`src/rtl/img_rx_wr.sv`:
```
// Turns the UART byte stream into RGB565 pixels and writes them to the frame buffer.
// led toggles once for every frame that has been completely written.
module img_rx_wr #(
  parameter int PIX_TOTAL = 65536,
  parameter int ADDR_W    = 16
) (
  input  logic              Clk,
  input  logic              Reset_n,
  input  logic [7:0]        rx_data,
  input  logic              rx_done,
  output logic              ram_wren,
  output logic [ADDR_W-1:0] ram_wraddr,
  output logic [15:0]       ram_wrdata,
  output logic              led
);

  localparam logic [ADDR_W-1:0] LAST_ADDR = ADDR_W'(PIX_TOTAL - 1);
  localparam logic [ADDR_W-1:0] ONE       = ADDR_W'(1);

  typedef enum logic {
    PH_HIGH,
    PH_LOW
  } phase_t;

  phase_t            phase;
  phase_t            phase_next;
  logic              capture_high;
  logic              write_pixel;
  logic [ADDR_W-1:0] pix_cnt;

  always_ff @(posedge Clk) begin
    if (Reset_n) begin
      phase <= PH_HIGH;
    end else begin
      phase <= phase_next;
    end
  end

  always_comb begin
    phase_next   = phase;
    capture_high = 1'b0;
    write_pixel  = 1'b0;
    if (rx_done) begin
      case (phase)
        PH_HIGH: begin
          capture_high = 1'b1;
          phase_next   = PH_LOW;
        end
        PH_LOW: begin
          write_pixel = 1'b1;
          phase_next  = PH_HIGH;
        end
        default: phase_next = PH_HIGH;
      endcase
    end
  end

  // The high byte is latched into ram_wrdata early; the RAM ignores it until ram_wren.
  always_ff @(posedge Clk) begin
    if (Reset_n) begin
      ram_wren   <= 1'b0;
      ram_wraddr <= '0;
      ram_wrdata <= '0;
      led        <= 1'b0;
      pix_cnt    <= '0;
    end else begin
      ram_wren <= write_pixel;
      if (capture_high) begin
        ram_wrdata[15:8] <= rx_data;
      end
      if (write_pixel) begin
        ram_wrdata[7:0] <= rx_data;
        ram_wraddr      <= pix_cnt;
        if (pix_cnt == LAST_ADDR) begin
          pix_cnt <= '0;
          led     <= ~led;
        end else begin
          pix_cnt <= pix_cnt + ONE;
        end
      end
    end
  end

endmodule

```
`config.mk`:
```
export PLATFORM = sky130hd
export DESIGN_NAME = img_rx_wr
export DESIGN_NICKNAME = d
export VERILOG_FILES = /design/src/rtl/img_rx_wr.sv
export SDC_FILE = /design/constraint.sdc
export NUM_CORES = 1
export LEC_CHECK = 0
export BUFFER_PORTS_ARGS = -buffer_cell sky130_fd_sc_hd__buf_2
export CORE_AREA = 2 2 63 65
export CTS_CLUSTER_DIAMETER = 200
export DETAILED_ROUTE_END_ITERATION = 7
export DIE_AREA = 0 0 65 67
export HOLD_SLACK_MARGIN = 0.03
export PLACE_DENSITY = 0.79
export REMOVE_ABC_BUFFERS = 1
export SLEW_MARGIN = 15
export SYNTH_ARGS = -nofsm -noshare
export SYNTH_HDL_FRONTEND = slang
export SYNTH_SLANG_ARGS = --single-unit
```
`constraint.sdc`:
```
create_clock -name Clk -period 4.35 [get_ports Clk]
set_clock_uncertainty 0.15 [all_clocks]
set_input_delay 0.87 -clock Clk [delete_from_list [all_inputs] [get_ports Clk]]
set_output_delay 0.87 -clock Clk [all_outputs]
set_load 0.01 [all_outputs]
```
**After elaboration in Yosys (flattened, before gate mapping)**

Index checks and enable logic that the tools add are counted.

- Flip-flop bits (word level): 51
- Latch bits: 0
- Memory bits (writable): 0
- Bits in read-only memories: 0
- Output and inout bits: 34
- Word-level logic and storage cells: 18
- Memories kept: 0

- $add $sub $neg: 1
- $mul: 0
- Divide/modulo/power cells: 0
- $lt $le $gt $ge: 0
- Eq/ne operators: 1
- Shifts and indexed selects: 0
- Mux-type cells: 6
- Bitwise gates (word level): 2
- Reductions and logical operators: 1

Operator list:

| cell | number |
|---|---|
| 16-bit by 1-bit adder with 16-bit output, second input constant | 1 |
| 16-bit == test, second input constant | 1 |
| 16-bit 2-to-1 mux | 1 |
| 1-bit 2-to-1 mux | 4 |
| 1-bit inverter | 2 |
| 1-bit one-hot mux with 2 select lines | 1 |
| 2-bit AND reduction | 1 |

**Depth between registers and ports, before layout**

Gate-level depths: netlist of the first run.

- Depth in word-level cells: 3
- Mapped depth: 6
- Gate-level depth less buffers: 5

**Worst setup path after synthesis of the first run**

No wires, ideal clock.

- Kind: input port to flip-flop
- Start point: input rx_done
- End point: register pix_cnt[15]
- Setup time: 74 ps
- Data arrival time: 1,793 ps
- Data required time: 4,126 ps
- Path slack: 2,332 ps
- Stages on the path: 4
- Cells stage by stage: nand3_1 -> or2_2 -> or4_1 -> o21ai_0

- Cells in the longest elaborated chain, start to end: 1

RTL lines:

| item | line | text |
|---|---|---|
| start, declared | 10 | `input logic rx_done,` |
| 1-bit 2-to-1 mux | 43 | `if (rx_done) begin` |
| end signal, assigned | 78 | `pix_cnt <= pix_cnt + ONE;` |
| end, declared | 29 | `logic [ADDR_W-1:0] pix_cnt;` |

Every way passes these cells.
A chain may end at the register's enable or synchronous reset.

**Worst setup path after layout of the first run**

- Start point: input rx_done
- End point: register pix_cnt[10]

Same word-level chain as after synthesis.

==> out/results.tsv, run 1 <==
metric	value	unit
result of the run	complete, no violations	
Post-Synth Simple-Gate Area	27.2	%
RSZ-0062 raised after global routing	no	
Initial DRC Count	80	
vias per inst	5.22	
cell chain of the critical path	buf_2, nand2_1, nor3_1, a31o_2, nor2_1	
crit end category	register	
All-Layer GR Usage	20.2	%
Crit Path Category	in2reg	
CP Launch Type	input port	
Pre-Repair DR Iteration Count	5	
data required time of the critical path	4390	ps
GPL Wtd Cong	0.781	
Design Area, Final	0.00229	mm2
Worst-path clk slew	90	ps
Tcrit/Tclk final	51.6	%
Longest Clk Path Bufs	2	
slowest stage cell, crit path	nor3_1	
first-pass GRT wire length	6830	um
n_diodes	0	
setup TNS	0	ps
Hold Slack	303	ps
Clock Tree Root	clkbuf_8	
htree depth	2	
hold crit path type	reg2reg	
Num CTS Buffers	5	
pin count of the biggest net entering global routing	45	
max incr delay on CP	530	ps
Die W	65	um
Residual DRC	0	
worst-path maximum fanout	15	
post-DP HPWL	2750	um
final worst path period need	2240	ps
CORE AREA	0.00361	mm2
YS warnings	0	
IO Count	45	
CTS tree	built	
sequential area share after synthesis	52.2	%
max-cap violation count	0	
row count	22	
flops & latches, synth	51	
via count	1701	
fmax	445	MHz
cell count after synthesis	240	
Worst-Margin Slew	939	ps
Yosys cell types	28	
Antenna Nets Post-Route	0	
number of global-route vias before repair	1567	
port buffer count	44	
Post-Synth Adder-Cell Area	0.639	%
PwrDens	366	mW/mm2
CP delay by family, top	simple AND/OR/NAND/NOR gates	
Final Hold Viols	0	
Synth Area per Inst	8.15	um2
IR drop worst, VDD	0.000290	V
dpl cells	319	
xor-xnor portion of the synthesized cell area	5.82	%
mux cell area share after synthesis	0	%
Post-DP Area	0.00219	mm2
Finish-stage setup viols	0	
Die Ht	67	um
Mapped Area	0.00196	mm2
largest family of logic cells by synthesized area	simple AND/OR/NAND/NOR gates	
cts hold-fix bufs	0	
gr ovfl total	0	
clk sink count	51	
area grow syn2layout	17.2	%
Arrival @ worst endpoint	2280	ps
WP buf/inv	1	
Die Area	0.00436	mm2
Post-CTS Setup Inserts	0	
DRT Wirelength	3990	um
DR WL/cell	12.3	um
Nets	290	
Worst-Skew Late Latency	300	ps
share of layout cells above drive strength 1	20.5	%
post-CTS resize count	0	
initial core utilization	54.3	%
Static Leak	0.000896	uW
Slew HR	37.4	%
Non-Filler Instances	326	
post-synthesis compound-gate area fraction	11.0	%
Slew Limit Fails	0	
Tot Pwr	840	uW
antenna violations before repair	0	
-- final timing paths --
kind / start / to / slack [ps] / cells after the start
worst max-delay path: rx_done / pix_cnt[10] / 2110 / 5
worst min register to register: ram_wraddr[15] / ram_wraddr[15] / 300 / 2
worst max register to register: pix_cnt[0] / pix_cnt[10] / 2300 / 5
worst min-delay path: ram_wraddr[15] / ram_wraddr[15] / 300 / 2
-- worst register-to-register path, cell delays in order, from the launching register on --
cell     delay, ps
dfxtp_1        430
ha_1           250
nand4_1        230
nor3_1         440
a31o_2         360
nor2_1          80
-- per-stage QoR --
stage	util, %	setup WS, ps
after floorplan	-	1990
after global placement	60.8	1870
after detailed placement	60.8	1800
after CTS	63.6	2120
after global routing	63.6	1900
final	63.6	2110
-- final cells by class --
cell class,instances,area [um2]
Multi-Input combinational cell,173,875
Tap cell,48,60.1
Inverter,2,7.51
Fill cell,333,1310
Sequential cell,51,1020
Timing Repair Buffer,45,228
Clock buffer,6,72.6
Clock inverter,1,30.0
-- registers in the layout (all words and copies together), names as in the netlist --
signal,count
led,1
phase,1
pix_cnt,16
ram_wraddr,16
ram_wrdata,16
ram_wren,1
-- cells by family (layout without fill, tap and decap cells) --
family | Yosys count | after routing
and+or+nand+nor | 118 | 118
adders and majority gates | 1 | 1
AOI/OAI and AO/OA | 41 | 41
xor gates and xnor gates | 13 | 13
DFF | 51 | 51
buffers and inverters | 16 | 54
-- power by group --
group	switching (uW)	internal [uW]	total, uW
registers	5.09	475	480
clock network	143	169	312
logic	32.2	16.0	48.1
total	181	660	840
-- placed cells by master, fill, tap and decap left out, drive strengths merged --
cell type	Yosys	routed
a21oi	36	36
nor2b	1	1
nor3	2	2
nand4	8	8
nand2	71	71
nor4	6	6
or4	1	1
and4	1	1
xor2	5	5
nand3	5	5
a31o	2	2
ha	1	1
o21ai	2	2
or2	1	1
xnor2	8	8
buf	4	45
nor2	16	16
or3	1	1
nand2b	3	3
inv	2	2
clkbuf	10	6
and2	1	1
bufinv	0	1
o211ai	1	1
nand3b	1	1
dfxtp	51	51
-- per-layer routing --
layer  vias up  share of wire [%]  global-route usage, %
met1       769                 46                   25.0
met4         0                1.2                   7.98
met5         -                  0                      0
met3         5                6.2                   4.90
li1        869                  -                      -
met2        58                 47                   33.6
-- synthesized netlist by cell type (all sizes together) --
library cell / instances / area share [%]
nand2: 71 / 14
dfxtp: 51 / 52
a21oi: 36 / 9.2
nor2: 16 / 3.1
clkbuf: 10 / 1.9
nand4: 8 / 2.9
xnor2: 8 / 3.6
nor4: 6 / 1.9
nand3: 5 / 1.5
xor2: 5 / 2.2
buf: 4 / 0.83
nand2b: 3 / 0.96
a31o: 2 / 0.90
inv: 2 / 0.38
nor3: 2 / 0.51
o21ai: 2 / 0.51
and2: 1 / 0.32
and4: 1 / 0.45
ha: 1 / 0.64
nand3b: 1 / 0.38
nor2b: 1 / 0.32
o211ai: 1 / 0.38
or2: 1 / 0.32
or3: 1 / 0.58
or4: 1 / 0.38
Power figures use the tool's default switching activity.
==> run 2: changes to the inputs <==
- ABC_AREA: not set -> 1
- CORE_AREA: 2 2 63 65 -> 2 2 65 67
- DIE_AREA: 0 0 65 67 -> 0 0 67 69
- PLACE_DENSITY: 0.79 -> 0.77
- clock period: 4.35 -> 2.15 ns (I/O delays scaled with it)
==> run 2 against run 1 <==
Die area increased by 6.2%. First-iteration DRC count down 34%. Synthesized area up 3.3%. Via count up 5.8%. Critical path depth up 2. Hold slack worse by 81 ps. Combinational power grew 130%. Global-route usage rose by 0.061 points. Sequential cell count stayed put. Power up 95%. Critical path type is now reg2reg. Critical endpoint unchanged.
==> out/results.tsv, run 2 <==
metric	value	unit	change
result of the run	complete, no violations		
Crit Path Category	reg2reg		
Finished Core Util	60.8	%	-2.8 points
flops & latches, synth	51		unchanged
Residual DRC	0		unchanged
PwrDens	688	mW/mm2	+88%
Post-Synth Simple-Gate Area	27.6	%	+0.36 points
Worst-Margin Slew	537	ps	-401 ps
Clock power frac	33.6	%	-3.5 points
Main synth FF type	dfxtp_1		
Tcrit/Tclk final	78.2	%	
post-synthesis compound-gate area fraction	11.4	%	+0.45 points
data required time of the critical path	2190	ps	-2200 ps
first-pass GRT wire length	7360	um	+7.8%
share of layout cells above drive strength 1	19.1	%	-1.4 points
Post-Synth Adder-Cell Area	0.619	%	-0.021 points
cts hold-fix bufs	0		unchanged
htree depth	2		unchanged
mux cell area share after synthesis	0	%	unchanged
CTS tree	built		
Design Area, Final	0.00238	mm2	+3.8%
Arrival @ worst endpoint	1720	ps	-560 ps
Slew Limit Fails	0		unchanged
Slew HR	64.2	%	+27 points
DR WL/cell	11.6	um	-5.3%
RSZ-0062 raised after global routing	no		
WP buf/inv	0		-1
CORE AREA	0.00391	mm2	+8.5%
synth cell count leaders	dfxtp_1 (51), nand2_1 (51), nor2_1 (36), o21ai_0 (34), inv_1 (33)		
number of global-route vias before repair	1658		+5.8%
Worst-Skew Late Latency	300	ps	about the same
Static Leak	0.00105	uW	+17%
row count	23		+4.5%
max-cap violation count	0		unchanged
All-Layer GR Usage	20.2	%	+0.061 points
Pre-Repair DR Iteration Count	4		-1
gr ovfl total	0		unchanged
setup TNS	0	ps	unchanged
area share of the largest cell type after synthesis	50.5	%	-1.7 points
Post-CTS Setup Inserts	0		unchanged
worst-path maximum fanout	4		-11
post-DP HPWL	3150	um	+14%
Num CTS Buffers	5		unchanged
vias per inst	4.88		-6.6%
CP Launch Type	register		
Post-synth EDFFs	0		unchanged
xor-xnor portion of the synthesized cell area	1.30	%	-4.5 points
share of power burned in registers	59.7	%	+2.6 points
port buffer count	44		unchanged
Die Ht	69	um	+3.0%
Gate power share	6.6	%	+0.9 points
via count	1799		+5.8%
hold crit path type	in2reg		
clk sink count	51		unchanged
IR drop worst, VDD	0.000439	V	+51%
Die W	67	um	+3.1%
slowest stage cell, crit path	dfxtp_1		
Post-DP Area	0.00229	mm2	+4.7%
Final Hold Viols	0		unchanged
cell chain of the critical path	ha_1, nand2_1, nor2_1, nand2_1, nor2_1, xor2_1, nor2_1		
Yosys cell types	21		-25%
CP delay by family, top	simple AND/OR/NAND/NOR gates		
Hold Slack	221	ps	-81.5 ps
GPL Wtd Cong	0.826		+5.7%
Nets	331		+14%
fmax	595	MHz	
P_int	1260	uW	+91%
Longest Clk Path Bufs	2		unchanged
area leader, netlist	dfxtp_1		
Finish-stage setup viols	0		unchanged
Synth Area per Inst	7.41	um2	-9.2%
crit end category	register		
area grow syn2layout	17.8	%	
n_diodes	0		unchanged
max incr delay on CP	380	ps	-150 ps
largest family of logic cells by synthesized area	simple AND/OR/NAND/NOR gates		
Hold Path Depth	3		+1
pin count of the biggest net entering global routing	21		-53%
most frequent cells in the layout	nand2_1 (51), dfxtp_1 (51), buf_2 (44)		
switch share	23.1	%	+1.6 points
largest cells by area after synthesis	dfxtp_1 (50%), nand2_1 (9.5%), o21ai_0 (8.4%), nand3_1 (6.9%), nor2_1 (6.7%)		
post-CTS resize count	0		unchanged
antenna violations before repair	0		unchanged
initial core utilization	51.7	%	-2.6 points
Antenna Nets Post-Route	0		unchanged
final worst path period need	1680	ps	
Initial DRC Count	53		-34%
FFs w/ async S/R, synth	0	%	unchanged
CP most frequent cell	nor2_1		
net switching power figure	378	uW	+110%
Die Area	0.00462	mm2	+6.2%
Top Registers	pix_cnt (16), ram_wraddr (16), ram_wrdata (16)		
cell count after synthesis	273		+14%
YS warnings	0		unchanged
worst reg2reg path depth	7		+2
Clock Tree Root	clkbuf_8		
critical path depth in cells	7		+2
Mapped Area	0.00202	mm2	+3.3%
IO Count	45		unchanged
DRT Wirelength	4280	um	+7.2%
Worst-path clk slew	90	ps	about the same
sequential area share after synthesis	50.5	%	-1.7 points
## run 2: changes by cell type after synthesis, moves of 6 or more
| cell | delta |
|---|---|
| inv_1 | +31 |
| xnor2_1 | -8 |
| nand3_1 | +24 |
| a21oi_1 | -25 |
| o21ai_0 | +32 |
| nor4_1 | -6 |
| nor2_1 | +20 |
| nand2_1 | -20 |
## run 2: cell type report
class | count | area, um2
Clock buffer | 6 | 82.6
Clock inverter | 1 | 5.00
Fill cell | 366 | 1530
Inverter | 33 | 124
Multi-Input combinational cell | 179 | 828
Sequential cell | 51 | 1020
Tap cell | 50 | 62.6
Timing Repair Buffer | 49 | 258
## run 2: worst paths after layout
path	slack (ps)	to	from
max	470	pix_cnt[10]	pix_cnt[0]
min	220	ram_wrdata[14]	rx_data[6]
min reg2reg	310	ram_wraddr[0]	ram_wraddr[0]
max reg2reg	470	pix_cnt[10]	pix_cnt[0]
## run 2: power groups by stage
stage,clock network (uW),registers (uW),logic [uW]
final,550,978,109
after detailed placement,0,1000,110
after global routing,599,981,124
after floorplan,0,1010,44.3
after CTS,565,978,111
after global placement,0,1000,108
## run 2: per-layer routing
metal	vias to the layer above	GRT usage [%]	part of all wire, %
met5	-	0	0
met4	0	4.08	0.93
met3	4	5.06	4.5
met2	34	33.6	46
met1	801	26.4	48
li1	960	-	-
## run 2: logic make-up after synthesis
group,Yosys count
flip-flops,51
AND/OR/NAND/NOR,129
adder cells (fa/ha/maj),1
XOR/XNOR,3
AO/OA/AOI/OAI,46
buffers and inverters,43
## run 2: worst register-to-register path, delay by kind of cell, from the launching register on
family                     cells  cell delay (ps)
and+or+nand+nor                5              660
DFF                            1              380
adders and majority gates      1              200
xor gates and xnor gates       1              180
## run 2: through the flow
| step | setup slack [ps] | power (uW) | instances |
|---|---|---|---|
| final | 470 | 1640 | 369 |
| after global routing | 273 | 1700 | 369 |
| after CTS | 463 | 1650 | 369 |
| after detailed placement | 351 | 1110 | 362 |
| after global placement | 435 | 1110 | 362 |
| after floorplan | 567 | 1050 | 263 |
==> run 3: changes to the inputs <==
- clock period: 2.15 -> 1.6 ns (I/O delays scaled with it)
==> run 3 against run 2 <==
Via count increased by 1.9%. Sequential share of layout area decreased by 0.93 points. Core utilization up 1.5 points. Setup slack got worse by 330 ps. Clock-buffer cell count is 1 higher. Cell count rose by 1.4%. First-iteration DRC count up 58%. Clock power grew 29%. Power is 33% higher. Register-to-register slack worse by 330 ps. Highest routed layer unchanged.
==> out/results.tsv, run 3 (synthesized netlist as in run 2, its figures left out) <==
metric	value	unit	change
gr ovfl total	0		unchanged
result of the run	complete, no violations		
Slew HR	64.3	%	+0.15 points
CP delay by family, top	simple AND/OR/NAND/NOR gates		
initial core utilization	51.7	%	unchanged
first-pass GRT wire length	7030	um	-4.5%
Residual DRC	0		unchanged
Longest Clk Path Bufs	2		unchanged
clk sink count	51		unchanged
IR drop worst, VDD	0.000445	V	+1.4%
Pre-Repair DR Iteration Count	4		unchanged
Antenna Nets Post-Route	0		unchanged
Tcrit/Tclk final	91.0	%	+13 points
hold crit path type	in2reg		
htree depth	2		unchanged
Design Area, Final	0.00244	mm2	+2.5%
data required time of the critical path	1650	ps	-540 ps
WP buf/inv	0		unchanged
Slew Limit Fails	0		unchanged
Die Area	0.00462	mm2	unchanged
RSZ-0062 raised after global routing	yes		
Arrival @ worst endpoint	1510	ps	-210 ps
crit end category	register		
antenna violations before repair	0		unchanged
max-cap violation count	0		unchanged
Initial DRC Count	84		+58%
Worst-Margin Slew	535	ps	-2.22 ps
DRT Wirelength	4360	um	+1.8%
worst-path maximum fanout	7		+3
vias per inst	4.90		+0.53%
cts hold-fix bufs	0		unchanged
Final Hold Viols	0		unchanged
cell chain of the critical path	ha_1, nand2_1, nor2_1, nand4_1, nand2_4, nor2_1		
DR WL/cell	11.7	um	+0.48%
number of global-route vias before repair	1559		-6.0%
Num CTS Buffers	5		unchanged
Worst-Skew Late Latency	310	ps	about the same
area grow syn2layout	20.7	%	
CORE AREA	0.00391	mm2	unchanged
via count	1833		+1.9%
CP most frequent cell	nor2_1		
pin count of the biggest net entering global routing	21		unchanged
share of layout cells above drive strength 1	21.6	%	+2.5 points
most frequent cells in the layout	nand2_1 (49), dfxtp_1 (49), buf_2 (44)		
Post-DP Area	0.00234	mm2	+1.9%
IO Count	45		unchanged
CP Launch Type	register		
PwrDens	893	mW/mm2	+30%
Die Ht	69	um	unchanged
CTS tree	built		
Worst-path clk slew	90	ps	about the same
Crit Path Category	reg2reg		
row count	23		unchanged
fmax	687	MHz	+15%
final worst path period need	1460	ps	-225 ps
Top Registers	pix_cnt (16), ram_wraddr (16), ram_wrdata (16)		
Clock Tree Root	clkbuf_8		
n_diodes	0		unchanged
Finish-stage setup viols	0		unchanged
Finished Core Util	62.3	%	+1.5 points
Nets	335		+1.2%
GPL Wtd Cong	0.861		+4.3%
post-DP HPWL	3120	um	-0.84%
Die W	67	um	unchanged
max incr delay on CP	360	ps	-20 ps
port buffer count	44		unchanged
All-Layer GR Usage	19.7	%	-0.54 points
Static Leak	0.00107	uW	+2.2%
slowest stage cell, crit path	dfxtp_2		
## run 3: cell types whose count changed in the layout (fill, tap and decap cells not counted), moves of 2 or more
| cell | delta |
|---|---|
| buf_4 | +3 |
| clkbuf_1 | +2 |
| dfxtp_1 | -2 |
| dfxtp_2 | +2 |
| nand2_1 | -2 |
| nor2_1 | -2 |
## run 3: per-layer routing
layer | track usage [%] | share of wire, % | up-vias
li1 | - | - | 977
met1 | 27.4 | 49 | 808
met2 | 29.7 | 44 | 40
met3 | 3.59 | 4.8 | 8
met4 | 8.16 | 1.9 | 0
met5 | 0 | 0 | -
## run 3: final timing paths
kind	endpoint	cells after the start	slack, ps	from
min reg2reg	ram_wraddr[3]	2	310	ram_wraddr[3]
min	ram_wrdata[9]	3	100	rx_data[1]
max	pix_cnt[9]	6	140	pix_cnt[0]
max reg2reg	pix_cnt[9]	6	140	pix_cnt[0]
## run 3: per-stage QoR
| stage | cells | setup WS [ps] | setup TNS (ps) | total power [uW] | hold slack, ps |
|---|---|---|---|---|---|
| 2_1_floorplan | 263 | 25.9 | 0 | 1420 | 239 |
| 3_3_place_gp | 366 | -4.35 | -4.44 | 1500 | 298 |
| 4_1_cts | 374 | 16.7 | 0 | 2190 | 102 |
| 5_1_grt | 374 | -14.9 | -27.7 | 2270 | 121 |
| 3_5_place_dp | 366 | -0.388 | -0.388 | 1500 | 303 |
| 6_report | 374 | 145 | 0 | 2180 | 103 |
## run 3: report_power, final
part,switching (uW),internal [uW],total [uW]
Clock,399,308,707
Combinational,96.7,60.0,157
Sequential,15.4,1300,1310
## run 3: what timing repair did
item	in CTS	in global routing
endpoints found under the hold margin	0	0
resized for setup	1	8
buffers inserted	0	0
setup endpoints to repair	2	11
## run 3: area by class of cell
type	count	area, um2
clock inverter	1	5.00
multi-input combinational	179	848
inverter	33	124
tap	50	62.6
timing repair buffer	53	300
clock buffer	7	76.3
sequential	51	1020
fill	407	1470
## run 3: worst min-delay path: stages
cell	delay, ps
buf_2	90
inv_1	50
a21oi_1	50
